## src/rtl/lpddr2_arbiter.sv

```systemverilog
// lpddr2_arbiter
//   Two-port arbiter in front of a single LPDDR2 controller port. The
//   instruction-fetch port (read only) and the load/store port share the
//   controller. Arbitration is round-robin, and one transaction is in flight
//   at a time.
//
// Ports
//   clk, rst                 clock; asynchronous active-low reset
//   if_req, if_addr          fetch read request (level) and word address
//   if_rdata, if_ack         fetch read data register and one-cycle ack
//   d_rreq, d_wreq, d_addr   load/store read/write request (level), address
//   d_wdata                  store data
//   d_rdata, d_ack           load data register and one-cycle ack
//   lpddr2_*                 command/data toward and from the controller
//   err                      sticky error (read timeout or rreq+wreq together)
//   state_dbg                current FSM state (IDLE=0 ISSUE=1 WAIT_R=2 RESP=3)
//
// Handshakes
//   Requester side: a request is a level. It is held until the port's ack
//   pulse and dropped in the cycle after the ack. The ack lasts exactly one
//   cycle.
//   Controller side: lpddr2_rreq or lpddr2_wreq is the valid signal, and
//   !lpddr2_waitrequest is the ready signal. A command transfers on a rising
//   edge where valid=1 and waitrequest=0. Address and data stay stable while
//   waitrequest=1. lpddr2_rvalid qualifies lpddr2_read_data and is sampled
//   only while the arbiter waits for read data.

module lpddr2_arbiter #(
    parameter int ADDR_W  = 27,
    parameter int TIMEOUT = 255
) (
    input  logic              clk,
    input  logic              rst,
    input  logic              if_req,
    input  logic [ADDR_W-1:0] if_addr,
    output logic [31:0]       if_rdata,
    output logic              if_ack,
    input  logic              d_rreq,
    input  logic              d_wreq,
    input  logic [ADDR_W-1:0] d_addr,
    input  logic [31:0]       d_wdata,
    output logic [31:0]       d_rdata,
    output logic              d_ack,
    output logic [ADDR_W-1:0] lpddr2_address,
    output logic [31:0]       lpddr2_write_data,
    output logic              lpddr2_rreq,
    output logic              lpddr2_wreq,
    input  logic [31:0]       lpddr2_read_data,
    input  logic              lpddr2_waitrequest,
    input  logic              lpddr2_rvalid,
    output logic              err,
    output logic [1:0]        state_dbg
);

    localparam int CNT_W = $clog2(TIMEOUT + 1);

    typedef enum logic [1:0] {
        IDLE   = 2'd0,
        ISSUE  = 2'd1,
        WAIT_R = 2'd2,
        RESP   = 2'd3
    } state_t;

    state_t             state, state_nxt;
    logic               grant_d;    // transaction in flight belongs to the data port
    logic               is_write;   // transaction in flight is a write
    logic               last_d;     // most recent grant went to the data port
    logic [CNT_W-1:0]   wait_cnt;   // WAIT_R cycles spent so far without rvalid

    logic d_req;
    logic any_req;
    logic pick_d;
    logic timeout_hit;

    assign d_req   = d_rreq | d_wreq;
    assign any_req = if_req | d_req;
    // On a tie the port that did not win last time gets the grant.
    assign pick_d  = d_req & (~if_req | ~last_d);
    // This is the TIMEOUT-th WAIT_R cycle, and still no data has come back.
    assign timeout_hit = (state == WAIT_R) && !lpddr2_rvalid &&
                         (wait_cnt == CNT_W'(TIMEOUT - 1));

    assign state_dbg = state;

    // State register
    always_ff @(posedge clk or negedge rst) begin
        if (!rst) begin
            state <= IDLE;
        end else begin
            state <= state_nxt;
        end
    end

    // Next-state logic
    always_comb begin
        state_nxt = state;
        case (state)
            IDLE:    if (any_req) state_nxt = ISSUE;
            ISSUE:   if (!lpddr2_waitrequest) state_nxt = is_write ? RESP : WAIT_R;
            WAIT_R:  if (lpddr2_rvalid || timeout_hit) state_nxt = RESP;
            RESP:    state_nxt = IDLE;
            default: state_nxt = IDLE;
        endcase
    end

    // FSM outputs
    always_comb begin
        lpddr2_rreq = 1'b0;
        lpddr2_wreq = 1'b0;
        if_ack      = 1'b0;
        d_ack       = 1'b0;
        case (state)
            ISSUE: begin
                lpddr2_rreq = ~is_write;
                lpddr2_wreq = is_write;
            end
            RESP: begin
                if_ack = ~grant_d;
                d_ack  = grant_d;
            end
            default: ;
        endcase
    end

    // Datapath: grant latch, read-data capture, timeout counter, error flag
    always_ff @(posedge clk or negedge rst) begin
        if (!rst) begin
            grant_d           <= 1'b0;
            is_write          <= 1'b0;
            last_d            <= 1'b0;
            lpddr2_address    <= '0;
            lpddr2_write_data <= '0;
            if_rdata          <= '0;
            d_rdata           <= '0;
            wait_cnt          <= '0;
            err               <= 1'b0;
        end else begin
            if (state == IDLE && any_req) begin
                grant_d        <= pick_d;
                last_d         <= pick_d;
                // When rreq and wreq are both high, the request is a write.
                is_write       <= pick_d & d_wreq;
                lpddr2_address <= pick_d ? d_addr : if_addr;
                if (pick_d && d_wreq) begin
                    lpddr2_write_data <= d_wdata;
                end
                if (pick_d && d_rreq && d_wreq) begin
                    err <= 1'b1;
                end
            end

            if (state == WAIT_R) begin
                wait_cnt <= wait_cnt + CNT_W'(1);
            end else begin
                wait_cnt <= '0;
            end

            if (state == WAIT_R) begin
                if (lpddr2_rvalid) begin
                    if (grant_d) d_rdata  <= lpddr2_read_data;
                    else         if_rdata <= lpddr2_read_data;
                end else if (timeout_hit) begin
                    if (grant_d) d_rdata  <= 32'hDEADBEEF;
                    else         if_rdata <= 32'hDEADBEEF;
                    err <= 1'b1;
                end
            end
        end
    end

endmodule

```

## config.mk

```make
export PLATFORM = sky130hd
export DESIGN_NAME = lpddr2_arbiter
export DESIGN_NICKNAME = d
export VERILOG_FILES = /design/src/rtl/lpddr2_arbiter.sv
export SDC_FILE = /design/constraint.sdc
export NUM_CORES = 1
export LEC_CHECK = 0
export ABC_AREA = 1
export CAP_MARGIN = 20
export CORE_UTILIZATION = 32
export CTS_CLUSTER_DIAMETER = 100
export DETAILED_ROUTE_END_ITERATION = 16
export GPL_TIMING_DRIVEN = 0
export MAX_ROUTING_LAYER = met4
export PLACE_DENSITY = 0.65
export SLEW_MARGIN = 10
export SYNTH_ARGS = -nofsm -noshare
export SYNTH_HDL_FRONTEND = slang
export SYNTH_SLANG_ARGS = --single-unit
```

## constraint.sdc

```tcl
create_clock -name clk -period 1.6 [get_ports clk]
set_input_delay 0.32 -clock clk [delete_from_list [all_inputs] [get_ports clk]]
set_output_delay 0.32 -clock clk [all_outputs]
set_load 0.005 [all_outputs]
```

== After elaboration in Yosys (flattened, before gate mapping) ==
Cells that the tools add are included.

* Bits in registers: 136
* Input bits: 125
* Output and inout port bits: 130
* Logic and storage cells: 63

* Add/sub/neg operators: 1
* Equality and inequality tests: 7
* Muxes and demuxes: 24
* Bitwise gates (word level): 8
* Reduce and logical (&&, ||, !) cells: 14

{| class="wikitable"
|+ Operator list
! operator !! count
|-
| two-way mux 32 bit || 8
|-
| two-way mux 27 bit || 1
|-
| two-way mux 1 bit || 10
|-
| AND reduction 3 bit || 3
|-
| adder 8 x 1 -> 8 bit, second input constant || 1
|-
| == test 8 bit, second input constant || 1
|-
| two-way mux 8 bit || 1
|-
| one-hot mux 2 bit (4 select lines) || 1
|-
| logical AND 1 bit || 6
|-
| two-way mux 2 bit || 3
|-
| != test 2 bit, second input constant || 3
|-
| == test 2 bit, second input constant || 2
|-
| NOT 1 bit || 3
|-
| OR 1 bit || 3
|-
| AND 1 bit || 2
|-
| == test 2 x 1 -> 1 bit, second input constant || 1
|-
| logical NOT 2 bit || 1
|-
| AND reduction 2 bit || 1
|-
| nonzero test 2 bit || 1
|-
| logical NOT 1 bit || 1
|-
| logical OR 1 bit || 1
|}

== Longest topological paths before layout ==
Gate-level depths: netlist of run 1.

* Depth in word-level cells: 10
* Depth in mapped cells: 11
* Depth with buffers taken out: 9

== Worst setup path after synthesis of run 1 ==
OpenSTA, ideal clock, no wires.

* Path type: reg-to-reg
* Start point: register state[0] (netlist: state_dbg[0])
* End point: register if_rdata[10]
* Setup time: 117 ps
* Data arrival time: 1548 ps
* Data required time: 1483 ps
* Setup slack: -65 ps
* Cell stages (with the launch flop): 12
* Buffers on the path: 2
* Period minus slack after synthesis: 1665 ps
* Path through: dfrtp_1 -> inv_1 -> ha_1 -> buf_2 -> nand2_1 -> nor2_1 -> nand2_1 -> nand2_1 -> nand3_2 -> buf_6 -> nand2_1 -> nand2_1

* Word-level cells in the longest chain between the ends: 5

{| class="wikitable"
|+ Ends and longest elaborated chain
! element !! line !! text
|-
| start, declared || 64 || <nowiki>state_t state, state_nxt;</nowiki>
|-
| start signal, assigned || 90 || <nowiki>state <= state_nxt;</nowiki>
|-
| == test 2 bit * || 80, 158 ||
|-
| logical AND 1 bit (2 in a row) || 80 || <nowiki>assign timeout_hit = (state == WAIT_R) && !lpddr2_rvalid &&</nowiki>
|-
| nonzero test 2 bit (no line) || - ||
|-
| AND reduction 3 bit (no line) * || - ||
|-
| end signal, assigned || 161 || <nowiki>else if_rdata <= lpddr2_read_data;</nowiki>
|-
| end, declared || 36 || <nowiki>output logic [31:0] if_rdata,</nowiki>
|}

Every way passes the cells marked *; elsewhere a longest branch is shown, timed or not.
A chain may end at the register's enable or synchronous reset.

== Worst setup path in the final report of run 1 ==
* Start point: register state[1] (netlist: state_dbg[1])
* End point: output port lpddr2_rreq

* Word-level cells in the longest chain between the ends: 2

{| class="wikitable"
|+ Ends and longest elaborated chain
! element !! line !! text
|-
| == test 2 x 1 -> 1 bit || 112 || <nowiki>case (state)</nowiki>
|-
| two-way mux 1 bit || 112 ||
|-
| end, declared || 46 || <nowiki>output logic lpddr2_rreq,</nowiki>
|}

Every way passes these cells.

==> run summary, run 1 <==
pin count of the biggest net entering global routing - 87
worst skew pair latency - 0.41 ns
Wirelength per Cell - 15.7 um
CTS tree - built
Area Overhead vs Synth - 70.0%
fill count - 1738
Final period util - 1.06
total track usage - 0.212
Syn Area/Cell - 8.59 um2
Max VDD drop - 924 uV
Final Slew Violations - 0
CP required - 1.28 ns
Final Hold Viols - 0
Layout Skew - 0.0123 ns
FMAX - 588 MHz
CP max FO - 4
routability cong. - 0.823
sequential fraction of the synthesis area - 0.560
critical path, cell by cell - inv_2 > ha_4 > inv_2 > nor2_1 > buf_2
Yosys cell types - 22
Root Driver - clkbuf_16
Layout Nets - 1166
Synth Instances - 707
CP most frequent cell - inv_2
total global routing overflow - 0
synth warn - 0
initial antenna violation count - 0
commonest non-fill, non-tap cell in the layout - nand2_1
final setup violation count - 65
slew margin rel. - 0.646
port bufs - 253
HP Start - lpddr2_rvalid
Syn Std Cell Area - 6070 um2
share of cells above drive strength 1 - 0.227
type of the worst min-delay path - in2reg
I/O pin total - 255
RSZ-0062 raised after global routing - yes
PwrDens - 1780 nW/um2
total CTS buffers - 17
startpoint class of the critical path - flip-flop
antenna-violating nets left - 0
die height - 140 um
Initial Utilization - 0.326
router iterations before antenna repair - 4
chip width - 140 um
Worst-Margin Slew - 0.531 ns
Multi-input gate area - 2450 um2
Vias/cell - 4.80
Inst Count DP - 1195
commonest non-fill, non-tap cells in the layout - 139 x nand2_1, 135 x dfrtp_1, 123 x clkdlybuf4s50_1, 107 x dlygate4sd2_1, 96 x nand3_1
Syn Nets - 839
worst setup margin - -0.100 ns
Worst path slowest cell - dfrtp_1
DRC viols - 0
H-tree levels - 4
Final Routed Wirelength - 20100 um
DP HPWL - 13600 um
ANT cells - 0
die area - 19500 um2
CTS Sinks - 136
CP Class - reg2out
clock-pin slew on the worst setup and hold paths - 0.07 ns
Non-Filler Instances - 1281
Critical Path Stages - 5
crit-path max cell delay - 0.43 ns
# Max-Cap Violations - 0
Worst R2R Start - state_dbg[1]
Layout Utilization - 0.554
Critical Path AT - 1.38 ns
Critical Path Start - state_dbg[1]
hold path cells - 5
Starting DRT DRC Count - 310
vias in the first global route - 5916
violated checks - negative setup slack
Bufs and invs on worst path - 3
Vias - 6146
status - finished with violations
area of the core - 18600 um2
crit-path leading delay family - flip-flops
CP Capture Type - output pin
Clock Tree Buf Depth - 2
cell count of the worst reg-to-reg path - 10
first-pass GRT wire length - 31500 um
LEAKAGE - 5.31 nW
Sequential Area - 3400 um2
Final min period - 1.70 ns
FP Rows - 50
Synth Register Bits - 136
## tightest hold or removal path: cells and delay by family
kind	cells	cell delay (ns)
simple gates	3	0.21
buf+inv	2	0.22
## cell usage after synthesis (all sizes together)
cell / count / area (um2)
nand2: 192 / 723
dfrtp: 136 / 3400
nand3: 100 / 510
a21oi: 89 / 457
inv: 56 / 210
o21ai: 39 / 195
buf: 29 / 191
or2: 24 / 150
clkbuf: 18 / 67.6
nor2: 12 / 45.0
ha: 7 / 87.6
nor3: 2 / 10.0
nand3b: 1 / 7.51
nand4: 1 / 6.26
xor2: 1 / 8.76
## where the power goes
group / internal [W] / switching, W
combinational: 0.00432 / 0.00391
clock: 0.00250 / 0.00165
sequential: 0.00503 / 0.000944
total: 0.0119 / 0.00651
## flip-flops by register name, summed over array words and instances (netlist names)
name,count
lpddr2_address,27
lpddr2_write_data,32
is_write,1
err,1
last_d,1
if_rdata,32
wait_cnt,8
state_dbg,2
d_rdata,32
## stage by stage
stage / area [um2] / hold slack [ns] / setup WS [ns] / setup TNS (ns) / total power (W)
after CTS: 9810 / 0.358 / -0.114 / -5.00 / 0.0176
after global placement: 8900 / 0.454 / -5.61 / -797.55 / 0.0134
final: 10300 / 0.374 / -0.100 / -2.78 / 0.0184
after global routing: 10300 / 0.410 / -0.196 / -11.01 / 0.0196
after floorplan: 6080 / 0.0244 / 0.00331 / 0 / 0.00890
after detailed placement: 8930 / 0.254 / -0.654 / -40.35 / 0.0135
## final cells by class
cell class,instances,share of cell area
repair buffers,309,0.287
inverters,56,0.0210
multi-input cells,468,0.237
well taps,234,0.0284
clock inverters,14,0.0182
plain buffers,46,0.0372
clock buffers,18,0.0416
flip-flops and latches,136,0.330
## timing repair
| item | CTS | global route |
|---|---|---|
| endpoints found under the setup margin | 235 | 146 |
| endpoints found under the hold margin | 50 | 0 |
| pin swaps | 15 | 19 |
| hold buffers | 1 | 0 |
| cloned | 3 | 3 |
| buffers inserted | 25 | 23 |
| resized for setup | 186 | 141 |
## layer usage
layer  track usage  part of all wire  vias up
li1              -                 -     2955
met1         0.264              0.43     2910
met2         0.334              0.47      260
met3        0.0685             0.085       21
met4        0.0503             0.012        0
met5             -                 0        -
## final timing paths
path | slack [ns] | to
worst min register to register | 0.46 | if_rdata[20]
worst min-delay path | 0.37 | d_rdata[17]
max in group asynchronous | 0.40 | state_dbg[0]
worst max register to register | -0.07 | if_rdata[7]
worst max-delay path | -0.10 | lpddr2_rreq
min in group asynchronous | 0.41 | d_rdata[30]
## kinds of logic after synthesis
family / Yosys count / share of synthesized area
AO/OA/AOI/OAI: 128 / 0.107
XOR/XNOR: 1 / 0.00144
adder cells (fa/ha/maj): 7 / 0.0144
buffers and inverters: 103 / 0.0773
flip-flops: 136 / 0.560
AND/OR/NAND/NOR: 332 / 0.239
(Power assumes the default switching activity.)
==> run 2, diff against run 1 <==
- PLACE_DENSITY: 0.65 -> default
- clock period: 1.6 -> 2 ns (I/O delays scaled with it)
==> run summary, run 2 (same netlist as run 1, synthesis figures left out) <==
clock share of power - 0.225
HP Start - lpddr2_rvalid
Final Hold Viols - 0
I/O pin total - 255
Final Routed Wirelength - 19100 um
Net Sw Frac - 0.340
Hold Path End - d_rdata[29]
total track usage - 0.207
status - completed
type of the worst min-delay path - in2reg
Final Slew Violations - 0
share of cells above drive strength 1 - 0.108
reg2reg end - d_rdata[9]
router iterations before antenna repair - 4
Layout Skew - 0.00681 ns
port bufs - 253
Layout Utilization - 0.519
Initial Utilization - 0.326
Area Overhead vs Synth - 59.3%
H-tree levels - 4
Root Driver - clkbuf_16
CP required - 1.60 ns
FP Rows - 50
die height - 140 um
Register-to-Register Setup Slack - 0.17 ns
hold path cells - 5
Bufs and invs on worst path - 3
fill count - 1782
commonest non-fill, non-tap cell in the layout - clkdlybuf4s50_1
Wirelength per Cell - 15.4 um
startpoint class of the critical path - flip-flop
chip width - 140 um
commonest non-fill, non-tap cells in the layout - 247 x clkdlybuf4s50_1, 190 x nand2_1, 134 x dfrtp_1, 98 x nand3_1, 88 x a21oi_1
routability cong. - 0.823
Layout Nets - 1122
FMAX - 529 MHz
first-pass GRT wire length - 30500 um
crit-path max cell delay - 0.41 ns
critical path, cell by cell - inv_1 > ha_2 > nand2_1 > inv_1 > dlygate4sd2_1
ANT cells - 0
pin count of the biggest net entering global routing - 95
CP Class - reg2out
DRC viols - 0
total CTS buffers - 17
Worst-Margin Slew - 0.549 ns
Starting DRT DRC Count - 252
clock-pin slew on the worst setup and hold paths - 0.06 ns
CTS Sinks - 136
Worst path slowest cell - dfrtp_2
initial antenna violation count - 0
Clock Tree Buf Depth - 2
sequential group share of total power - 0.337
Setup TNS - 0 ns
LEAKAGE - 4.56 nW
final total power - 0.0141 W
slew margin rel. - 0.634
Max VDD drop - 661 uV
antenna-violating nets left - 0
CP Capture Type - output pin
Vias/cell - 4.68
die area - 19500 um2
Int Pwr - 0.00931 W
total global routing overflow - 0
CTS tree - built
worst skew pair latency - 0.41 ns
CP most frequent cell - inv_1
combinational share of power - 0.438
DP HPWL - 13700 um
final setup violation count - 0
# Max-Cap Violations - 0
area of the core - 18600 um2
PwrDens - 1460 nW/um2
Vias - 5784
sw power - 0.00480 W
Final period util - 0.945
CP max FO - 3
crit-path leading delay family - buffers and inverters
Worst R2R Start - state_dbg[0]
Final min period - 1.89 ns
Critical Path AT - 1.49 ns
vias in the first global route - 5698
cell count of the worst reg-to-reg path - 11
top flop regs - d_rdata (32), if_rdata (32), lpddr2_write_data (32)
-- run 2: changes by cell type in the layout (fill, tap and decap cells not counted), sizes merged --
cell | before | now
clkdlybuf4s50 | 123 | 247
dlygate4sd2 | 107 | 3
buf | 91 | 40
dlymetal6s2s | 17 | 1
clkbuf | 34 | 37
clkinv | 5 | 2
clkinvlp | 1 | 4
bufinv | 3 | 2
inv | 61 | 62
-- run 2: per-layer routing --
metal / global-route usage / share of wire / up-vias
met5: - / 0 / -
met4: 0.0486 / 0.0072 / 0
met3: 0.0712 / 0.088 / 10
met2: 0.314 / 0.46 / 232
met1: 0.263 / 0.44 / 2667
li1: - / - / 2875
-- run 2: layout make-up --
| type | instances | area, um2 | share of cell area |
|---|---|---|---|
| flip-flops and latches | 136 | 3410 | 0.352 |
| well taps | 234 | 293 | 0.0303 |
| repair buffers | 264 | 2650 | 0.274 |
| multi-input cells | 468 | 2220 | 0.230 |
| inverters | 56 | 210 | 0.0217 |
| plain buffers | 47 | 298 | 0.0308 |
| clock buffers | 18 | 429 | 0.0444 |
| clock inverters | 14 | 165 | 0.0171 |
-- run 2: worst max path at each step --
stage / from / end / slack (ns) / cells after the start
final: state_dbg[1] / lpddr2_wreq / 0.11 / 5
after global routing: state_dbg[1] / lpddr2_wreq / -0.01 / 5
after CTS: state_dbg[1] / d_rdata[23] / 0.003 / 12
after detailed placement: d_wreq / lpddr2_address[25] / -0.20 / 8
after global placement: rst / lpddr2_address[14] / -5.27 / 1
after floorplan: state_dbg[0] / if_rdata[10] / 0.33 / 11
-- run 2: what timing repair did --
item | CTS | global route
hold buffers | 1 | 0
pin swaps | 0 | 1
endpoints found under the hold margin | 42 | 0
gates resized for setup | 13 | 21
buffers inserted | 6 | 3
endpoints found under the setup margin | 58 | 87
-- run 2: through the flow --
stage	cell area, um2	hold WS (ns)	std cells	worst slack, ns
after floorplan	6070	0.104	707	0.335
after global placement	8900	0.454	1194	-5.27
after detailed placement	8930	0.310	1195	-0.200
after CTS	9610	0.434	1234	0.00300
after global routing	9670	0.464	1237	-0.0108
final	9670	0.453	1237	0.109
-- run 2: power by group through the flow --
stage | combinational [W] | sequential [W] | clock [W]
6_report | 0.00618 | 0.00475 | 0.00318
5_1_grt | 0.00683 | 0.00491 | 0.00338
4_1_cts | 0.00617 | 0.00475 | 0.00325
3_5_place_dp | 0.00601 | 0.00478 | 0
3_3_place_gp | 0.00596 | 0.00478 | 0
2_1_floorplan | 0.00229 | 0.00482 | 0
-- run 2: worst min-delay path, cell delays in order --
cell	delay [ns]
buf_2	0.18
nand2_1	0.09
inv_1	0.05
nand3_1	0.07
nand2_1	0.05
==> run 3, diff against run 2 <==
- SLEW_MARGIN: 10 -> default
==> run summary, run 3 (same netlist as run 1, synthesis figures left out) <==
vias in the first global route - 5734
FP Rows - 50
die height - 140 um
worst skew pair latency - 0.41 ns
Worst-Margin Slew - 0.522 ns
CTS tree - built
PwrDens - 1460 nW/um2
Initial Utilization - 0.326
router iterations before antenna repair - 5
Area Overhead vs Synth - 58.5%
top flop regs - d_rdata (32), if_rdata (32), lpddr2_write_data (32)
Vias/cell - 4.68
Sequential Area - 3410 um2
first-pass GRT wire length - 30400 um
CP Class - reg2out
DP HPWL - 13600 um
Final Routed Wirelength - 18900 um
CP Capture Type - output pin
pin count of the biggest net entering global routing - 95
commonest non-fill, non-tap cells in the layout - 247 x clkdlybuf4s50_1, 190 x nand2_1, 134 x dfrtp_1, 98 x nand3_1, 88 x a21oi_1
Final Hold Viols - 0
slew margin rel. - 0.652
Layout Skew - 0.0161 ns
dpl ws - -0.184 ns
DRC viols - 0
startpoint class of the critical path - flip-flop
routability cong. - 0.823
Final min period - 1.88 ns
total global routing overflow - 0
antenna-violating nets left - 0
Vias - 5769
Max VDD drop - 704 uV
H-tree levels - 4
total CTS buffers - 17
Critical Path AT - 1.48 ns
area of the core - 18600 um2
Root Driver - clkbuf_16
Multi-input gate area - 2230 um2
clock-pin slew on the worst setup and hold paths - 0.06 ns
share of cells above drive strength 1 - 0.103
CP max FO - 2
type of the worst min-delay path - in2reg
RSZ-0062 raised after global routing - no
final setup violation count - 0
total track usage - 0.206
chip width - 140 um
worst setup margin - 0.122 ns
fill count - 1783
Setup TNS - 0 ns
port bufs - 253
ANT cells - 0
Final Slew Violations - 0
status - completed
initial antenna violation count - 0
Starting DRT DRC Count - 241
Final period util - 0.939
Clock Tree Buf Depth - 2
commonest non-fill, non-tap cell in the layout - clkdlybuf4s50_1
Layout Nets - 1118
Wirelength per Cell - 15.4 um
FMAX - 532 MHz
LEAKAGE - 4.54 nW
CP required - 1.60 ns
CTS Sinks - 136
die area - 19500 um2
# Max-Cap Violations - 0
I/O pin total - 255
==> run 3: path summary, 6_finish.rpt <==
check | startpoint | to | slack [ns] | depth (start not counted)
setup / recovery | state_dbg[1] | d_ack | 0.12 | 5
hold / removal | lpddr2_rvalid | d_rdata[14] | 0.46 | 5
setup reg to reg | state_dbg[1] | if_rdata[22] | 0.16 | 9
hold reg to reg | d_rdata[17] | d_rdata[17] | 0.47 | 2
max in group asynchronous | rst | state_dbg[1] | 0.67 | 3
min in group asynchronous | rst | d_rdata[28] | 0.48 | 2
==> run 3: repair_timing <==
item	4_1_cts	5_1_grt
setup endpoints to repair	62	85
pin swaps	0	1
buffers inserted	3	2
endpoints found under the hold margin	42	0
resized for setup	15	18
hold buffers	1	0
==> run 3: cell type report <==
cell class	count	share of cell area
Sequential cell	136	0.354
Timing Repair Buffer	260	0.270
Multi-Input combinational cell	468	0.232
Clock buffer	20	0.0464
Buffer	47	0.0308
Tap cell	234	0.0304
Inverter	56	0.0218
Clock inverter	12	0.0146
==> run 3: metrics by stage <==
stage | hold slack (ns) | util | cells | power, W | instance area (um2)
floorplan | 0.104 | - | 707 | 0.00711 | 6070
global placement | 0.454 | 0.477 | 1194 | 0.0107 | 8900
detailed placement | 0.346 | 0.479 | 1195 | 0.0108 | 8930
CTS | 0.434 | 0.513 | 1231 | 0.0141 | 9570
global route | 0.469 | 0.516 | 1233 | 0.0150 | 9630
finish | 0.456 | 0.516 | 1233 | 0.0140 | 9630
==> run 3: worst max-delay path, cell delays in order (launching register included) <==
cell and delay (ns):
dfrtp_2 0.41, buf_4 0.15, ha_1 0.18, nand2_1 0.06, inv_1 0.03, dlygate4sd2_1 0.25
==> run 3: power by group <==
group	switching [W]	internal (W)	total [W]
Combinational	0.00275	0.00337	0.00612
Sequential	0.000725	0.00403	0.00475
Clock	0.00125	0.00189	0.00313
Total	0.00473	0.00928	0.0140
==> run 3: layer usage <==
layer	wire length [um]	up-vias	track usage
met1	8330	2687	0.253
met2	8750	227	0.322
li1	-	2848	-
met3	1770	7	0.0750
met4	99	0	0.0451
met5	0	-	-
